<file path="src/rtl/acc_multicanal_if.sv">
// acc_multicanal_if: operand/control/read bundle for the multi-channel accumulator.
// The master drives operations and read selects. The slave returns the read data
// and the sticky overflow flags.
interface acc_multicanal_if #(
    parameter int WIDTH  = 16,
    parameter int NUM_CH = 4,
    parameter int CH_W   = 2
);
    logic [WIDTH-1:0]  Entrada;
    logic [CH_W-1:0]   Canal;
    logic [1:0]        Op;
    logic              WrAcc;
    logic              Clear;
    logic              ClearAll;
    logic [CH_W-1:0]   RdCanal;
    logic [WIDTH-1:0]  Salida;
    logic [NUM_CH-1:0] Overflow;

    modport master (
        output Entrada, Canal, Op, WrAcc, Clear, ClearAll, RdCanal,
        input  Salida, Overflow
    );

    modport slave (
        input  Entrada, Canal, Op, WrAcc, Clear, ClearAll, RdCanal,
        output Salida, Overflow
    );
endinterface

</file>
<file path="src/rtl/acc_multicanal.sv">
// acc_multicanal: NUM_CH independent signed WIDTH-bit accumulators.
// Supports ADD/SUB/LOAD, per-channel and global clear, and sticky overflow flags.
// The registered read port has write-through.
// Optional build macro ACC_MULTICANAL_SAT_EN: overflowing ADD/SUB results saturate
// instead of wrapping. The overflow flag is set in both builds.
module acc_multicanal #(
    parameter int WIDTH  = 16,
    parameter int NUM_CH = 4,
    parameter int CH_W   = 2
) (
    input logic             clk,
    input logic             rst_n,
    acc_multicanal_if.slave bus
);
    typedef enum logic [1:0] {
        OP_ADD  = 2'b00,
        OP_SUB  = 2'b01,
        OP_LOAD = 2'b10,
        OP_NOP  = 2'b11
    } op_e;

`ifdef ACC_MULTICANAL_SAT_EN
    localparam logic [WIDTH-1:0] SAT_POS = {1'b0, {(WIDTH-1){1'b1}}};
    localparam logic [WIDTH-1:0] SAT_NEG = {1'b1, {(WIDTH-1){1'b0}}};
`endif

    logic [WIDTH-1:0]  acc_q [NUM_CH];
    logic [WIDTH-1:0]  acc_d [NUM_CH];
    logic [NUM_CH-1:0] ovf_q, ovf_d;
    logic [WIDTH-1:0]  salida_q, salida_d;

    op_e              op;
    logic             tgt_in_range;
    logic             tgt_write;
    logic             tgt_ovf;
    logic [WIDTH-1:0] tgt_base;
    logic [WIDTH-1:0] tgt_res;

    assign op = op_e'(bus.Op);

    // Compute the operation result and overflow for the targeted channel. A clear on the same edge gives a zero base.
    always_comb begin
        // NOTE: every variable gets a default first, so no path leaves one unassigned (no latch).
        tgt_in_range = 1'b0;
        tgt_base     = '0;
        for (int i = 0; i < NUM_CH; i++) begin
            if (bus.Canal == CH_W'(i)) begin
                tgt_in_range = 1'b1;
                tgt_base     = acc_q[i];
            end
        end
        if (bus.ClearAll || bus.Clear) tgt_base = '0;

        tgt_write = tgt_in_range && bus.WrAcc && (op != OP_NOP);
        tgt_res   = tgt_base;
        tgt_ovf   = 1'b0;
        case (op)
            OP_ADD: begin
                tgt_res = tgt_base + bus.Entrada;
                tgt_ovf = (tgt_base[WIDTH-1] == bus.Entrada[WIDTH-1]) &&
                          (tgt_res[WIDTH-1] != tgt_base[WIDTH-1]);
            end
            OP_SUB: begin
                tgt_res = tgt_base - bus.Entrada;
                tgt_ovf = (tgt_base[WIDTH-1] != bus.Entrada[WIDTH-1]) &&
                          (tgt_res[WIDTH-1] != tgt_base[WIDTH-1]);
            end
            OP_LOAD: tgt_res = bus.Entrada;
            default: tgt_res = tgt_base;
        endcase
`ifdef ACC_MULTICANAL_SAT_EN
        // An overflow always moves away from the base sign, so the base sign picks the rail.
        if (tgt_ovf) tgt_res = tgt_base[WIDTH-1] ? SAT_NEG : SAT_POS;
`endif
    end

    // Next state for every channel and flag, plus the write-through read value.
    always_comb begin
        for (int i = 0; i < NUM_CH; i++) begin
            if (bus.ClearAll || (bus.Clear && bus.Canal == CH_W'(i))) begin
                acc_d[i] = '0;
                ovf_d[i] = 1'b0;
            end else begin
                acc_d[i] = acc_q[i];
                ovf_d[i] = ovf_q[i];
            end
            if (tgt_write && bus.Canal == CH_W'(i)) begin
                acc_d[i] = tgt_res;
                ovf_d[i] = ovf_d[i] | tgt_ovf;
            end
        end
        salida_d = '0;
        for (int i = 0; i < NUM_CH; i++) begin
            if (bus.RdCanal == CH_W'(i)) salida_d = acc_d[i];
        end
    end

    // State and output registers. The synchronous reset overrides every other input.
    always_ff @(posedge clk) begin
        // NOTE: non-blocking assignments, so every register samples the pre-edge values.
        if (!rst_n) begin
            acc_q    <= '{default: '0};
            ovf_q    <= '0;
            salida_q <= '0;
        end else begin
            acc_q    <= acc_d;
            ovf_q    <= ovf_d;
            salida_q <= salida_d;
        end
    end

    assign bus.Salida   = salida_q;
    assign bus.Overflow = ovf_q;
endmodule

</file>
<file path="src/flat_wrapper.sv">
// flat-port wrapper written by rule: the top's interface ports become plain ports
module acc_multicanal_flat 
#(
    parameter int WIDTH  = 16,
    parameter int NUM_CH = 4,
    parameter int CH_W   = 2
)
  (clk, rst_n, bus_Entrada, bus_Canal, bus_Op, bus_WrAcc, bus_Clear, bus_ClearAll, bus_RdCanal, bus_Salida, bus_Overflow);
  acc_multicanal_if #(.WIDTH(WIDTH), .NUM_CH(NUM_CH), .CH_W(CH_W)) bus_i ();
  input logic clk;
  input logic rst_n;
  input wire logic [$bits(bus_i.Entrada)-1:0] bus_Entrada;
  input wire logic [$bits(bus_i.Canal)-1:0] bus_Canal;
  input wire logic [$bits(bus_i.Op)-1:0] bus_Op;
  input wire logic [$bits(bus_i.WrAcc)-1:0] bus_WrAcc;
  input wire logic [$bits(bus_i.Clear)-1:0] bus_Clear;
  input wire logic [$bits(bus_i.ClearAll)-1:0] bus_ClearAll;
  input wire logic [$bits(bus_i.RdCanal)-1:0] bus_RdCanal;
  output wire logic [$bits(bus_i.Salida)-1:0] bus_Salida;
  output wire logic [$bits(bus_i.Overflow)-1:0] bus_Overflow;
  assign bus_i.Entrada = bus_Entrada;
  assign bus_i.Canal = bus_Canal;
  assign bus_i.Op = bus_Op;
  assign bus_i.WrAcc = bus_WrAcc;
  assign bus_i.Clear = bus_Clear;
  assign bus_i.ClearAll = bus_ClearAll;
  assign bus_i.RdCanal = bus_RdCanal;
  assign bus_Salida = bus_i.Salida;
  assign bus_Overflow = bus_i.Overflow;
  acc_multicanal #(.WIDTH(WIDTH), .NUM_CH(NUM_CH), .CH_W(CH_W)) u_core (.clk(clk), .rst_n(rst_n), .bus(bus_i));
endmodule
</file>
<file path="config.mk">
export PLATFORM = sky130hd
export DESIGN_NAME = acc_multicanal_flat
export DESIGN_NICKNAME = d
export VERILOG_FILES = /design/src/rtl/acc_multicanal_if.sv /design/src/rtl/acc_multicanal.sv /design/src/flat_wrapper.sv
export SDC_FILE = /design/constraint.sdc
export NUM_CORES = 1
export LEC_CHECK = 0
export ABC_AREA = 1
export CORE_UTILIZATION = 55
export CTS_CLUSTER_DIAMETER = 200
export DETAILED_ROUTE_END_ITERATION = 10
export MAX_ROUTING_LAYER = met4
export PLACE_DENSITY = 0.83
export SYNTH_ARGS = -nofsm -noshare
export SYNTH_HDL_FRONTEND = slang
export SYNTH_SLANG_ARGS = --single-unit
export TNS_END_PERCENT = 100
</file>
<file path="constraint.sdc">
create_clock -name clk -period 4.5 [get_ports clk]
set_input_delay 0.9 -clock clk [delete_from_list [all_inputs] [get_ports clk]]
set_output_delay 0.9 -clock clk [all_outputs]
set_load 0.01 [all_outputs]
</file>
==> run summary <==
Switching share of power -> 0.312
Final min period -> 4.18 ns
Number of max-cap violations -> 0
Hold Vio Cnt, Final -> 0
Metal2 WL -> 10.2 mm
# DRC -> 0
IO Pins -> 47
Sequential element share of the synthesized area -> 0.261
Net Sw Power -> 630 uW
Vias/cell -> 5.83
Met3 Routed Length -> 2.16 mm
Critical path origin -> bus_Canal[1]
Relative slew slack -> 0.385
Critical Path Fanout Max -> 10
Vias in the first global route -> 6901
Final core occ -> 0.681
Root Driver -> clkbuf_16
Total CTS buffers -> 9
Core Area -> 11400 um^2
Routed WL per cell -> 17.3 um
Detail Placement HPWL -> 17.4 mm
Clock power frac -> 0.362
Pwr per Cell Area -> 259 nW/um^2
DRT met1 WL -> 9.57 mm
Row count -> 39
Area contributors post-synth -> dfxtp_1 (26%), nand2_1 (16%), nand3_1 (9.3%), inv_1 (9.2%), nor2_1 (8.3%)
Gate Count Post-Synth -> 1093
Critical Path RT -> 4.73 ns
# Post-CTS Setup Buffers -> 0
Hold-fix buffers, CTS -> 0
Syn-to-layout area delta -> 20.4%
Ant. Diodes -> 0
Total gr overflow -> 0
Flops & latches, synth -> 84
First-pass GRT wire length -> 35.3 mm
RSZ-0062 raised after global routing -> no
Status -> finished, final reports clean
Area share of the largest cell type after synthesis -> 0.261
Post-cts repair resize count -> 0
Reg2reg start -> u_core.acc_q[32]
Mapped Nets -> 1152
Count of different cell masters after synthesis -> 40
Critical Path Most Common Cell -> nand2_1
YS warnings -> 0
Worst-margin pin slew -> 0.921 ns
Worst min-delay path startpoint -> u_core.bus.Overflow[1]
Crit Path Category -> input port to register
Non-Filler Instances -> 1328
Worst path max stage delay -> 0.40 ns
Chip Width -> 110 um
Reg power frac -> 0.384
Avg Cell Area, Syn -> 5.91 um^2
Die area -> 12200 um^2
Startpoint Class -> input port
RD Place Congestion -> 1.00
Skew-Pair Late Insertion Delay -> 0.34 ns
WL final -> 23.0 mm
Fin nets -> 1240
Largest net degree at the start of global routing -> 53
Initial antenna violation count -> 0
Layout cell share with drive strength beyond 1 -> 0.105
Final setup skew -> 0.00652 ns
Routed Antenna Nets -> 0
Final setup viols -> 0
Leak pwr -> 0.00379 uW
Worst-path clk slew -> 0.06 ns
CTS sink cnt -> 84
Hold WC Path Type -> register to register
Area leader, netlist -> dfxtp_1
Input/output buffers -> 46
Maximum VDD drop -> 0.339 mV
Clock tree buffer depth -> 2
Tcrit/Tclk final -> 0.929
Vias -> 7736
Die Span Y -> 110 um
H-Tree Depth -> 3
Final worst setup slack -> 0.318 ns
CTS tree -> built
DRT Pass-1 Iters -> 6
Total track usage -> 0.400
Endpoint type of the worst setup path -> register
Fmax -> 0.239 GHz
Comb pwr share -> 0.254
Cell Area, Synth -> 6450 um^2
Starting Density -> 0.565
Crit-path slowest cell -> clkdlybuf4s50_1
Worst EP arrival -> 4.41 ns
Placed cells -> 1313
DR top layer -> met4
Iter 0 DRT Violations -> 970
Max Slew Vio Count -> 0
Dpl ws -> -0.0576 ns
Int Power -> 1390 uW
[stage by stage]
stage,hold WS [ns],TNS (ns),area [um^2],power (uW)
floorplan,0.464,0,6450,1080
global placement,0.455,0,7450,1280
detailed placement,0.459,-0.105,7450,1280
CTS,0.468,0,7740,2000
global route,0.495,0,7770,2090
finish,0.465,0,7770,2020
[per-layer routing]
layer,GRT usage,vias to the layer above
li1,-,3710
met2,0.617,430
met3,0.0711,86
met1,0.514,3510
met4,0.169,0
met5,-,-
[cell usage after synthesis, drive strengths merged]
library cell	number
a211oi	2
a21boi	3
a21oi	43
a221oi	1
a22oi	2
a31o	1
a31oi	7
a41oi	2
and2	2
buf	10
clkbuf	31
clkinv	1
dfxtp	84
fa	2
ha	30
inv	161
nand2	286
nand3	124
nand3b	3
nand4	11
nor2	152
nor3	7
o211ai	5
o21ai	93
o21bai	4
o221ai	12
o22ai	12
or2	1
xnor2	1
[state kept, by name (all words and copies together) (netlist names)]
register             count
u_core.bus.Overflow      4
u_core.acc_q            64
u_core.bus.Salida       16
[placed cells by master, fill, tap and decap left out, types with 2 or more instances in the layout]
master           count
nand2_1            274
inv_1              156
nor2_1             142
nand3_1            118
o21ai_0             85
dfxtp_1             84
buf_4               72
clkdlybuf4s50_1     45
a21oi_1             41
ha_1                29
nand2_2             12
o221ai_1            12
o22ai_1             12
nand4_1             11
nor2_2               9
clkbuf_16            9
nor3_1               7
a31oi_1              7
nand3_2              6
o21ai_1              6
o211ai_1             5
inv_2                4
o21bai_1             4
nand3b_1             3
clkbuf_1             3
o21ai_2              2
and2_1               2
a41oi_1              2
a21boi_1             2
a22oi_1              2
fa_1                 2
[logic make-up (layout without fill, tap and decap cells)]
group,count (synthesis),count (layout),share of synthesized area
adder cells (fa/ha/maj),32,32,0.0644
AO/OA/AOI/OAI,187,187,0.167
XOR/XNOR,1,1,0.00136
AND/OR/NAND/NOR,586,586,0.385
buffers and inverters,203,295,0.123
flip-flops,84,84,0.261
[power by group through the flow]
stage | clock [uW] | combinational [uW] | sequential (uW)
detailed placement | 0 | 489 | 790
global placement | 0 | 486 | 789
CTS | 729 | 493 | 774
global route | 762 | 557 | 775
finish | 730 | 512 | 774
floorplan | 0 | 289 | 791
[critical path: cells and delay by family]
family,cells,cell delay (ns)
AOI/OAI and AO/OA,4,0.72
buffers and inverters,6,1.12
and+or+nand+nor,18,1.40
adders and majority gates,1,0.27
[layout make-up]
type / instances / area [um^2]
clock buffer: 13 / 250
fill: 1084 / 3640
clock inverter: 2 / 35.0
timing repair buffer: 118 / 1000
sequential: 84 / 1680
multi-input combinational: 806 / 4010
inverter: 162 / 611
tap: 143 / 179
[path summary, 6_finish.rpt]
path | slack [ns] | end | cells after the start
setup reg to reg | 1.27 | u_core.bus.Salida[10] | 20
setup / recovery | 0.32 | u_core.bus.Salida[9] | 29
hold reg to reg | 0.47 | u_core.bus.Overflow[1] | 2
hold / removal | 0.47 | u_core.bus.Overflow[1] | 2
No activity file was read; power rests on OpenSTA's default activity.
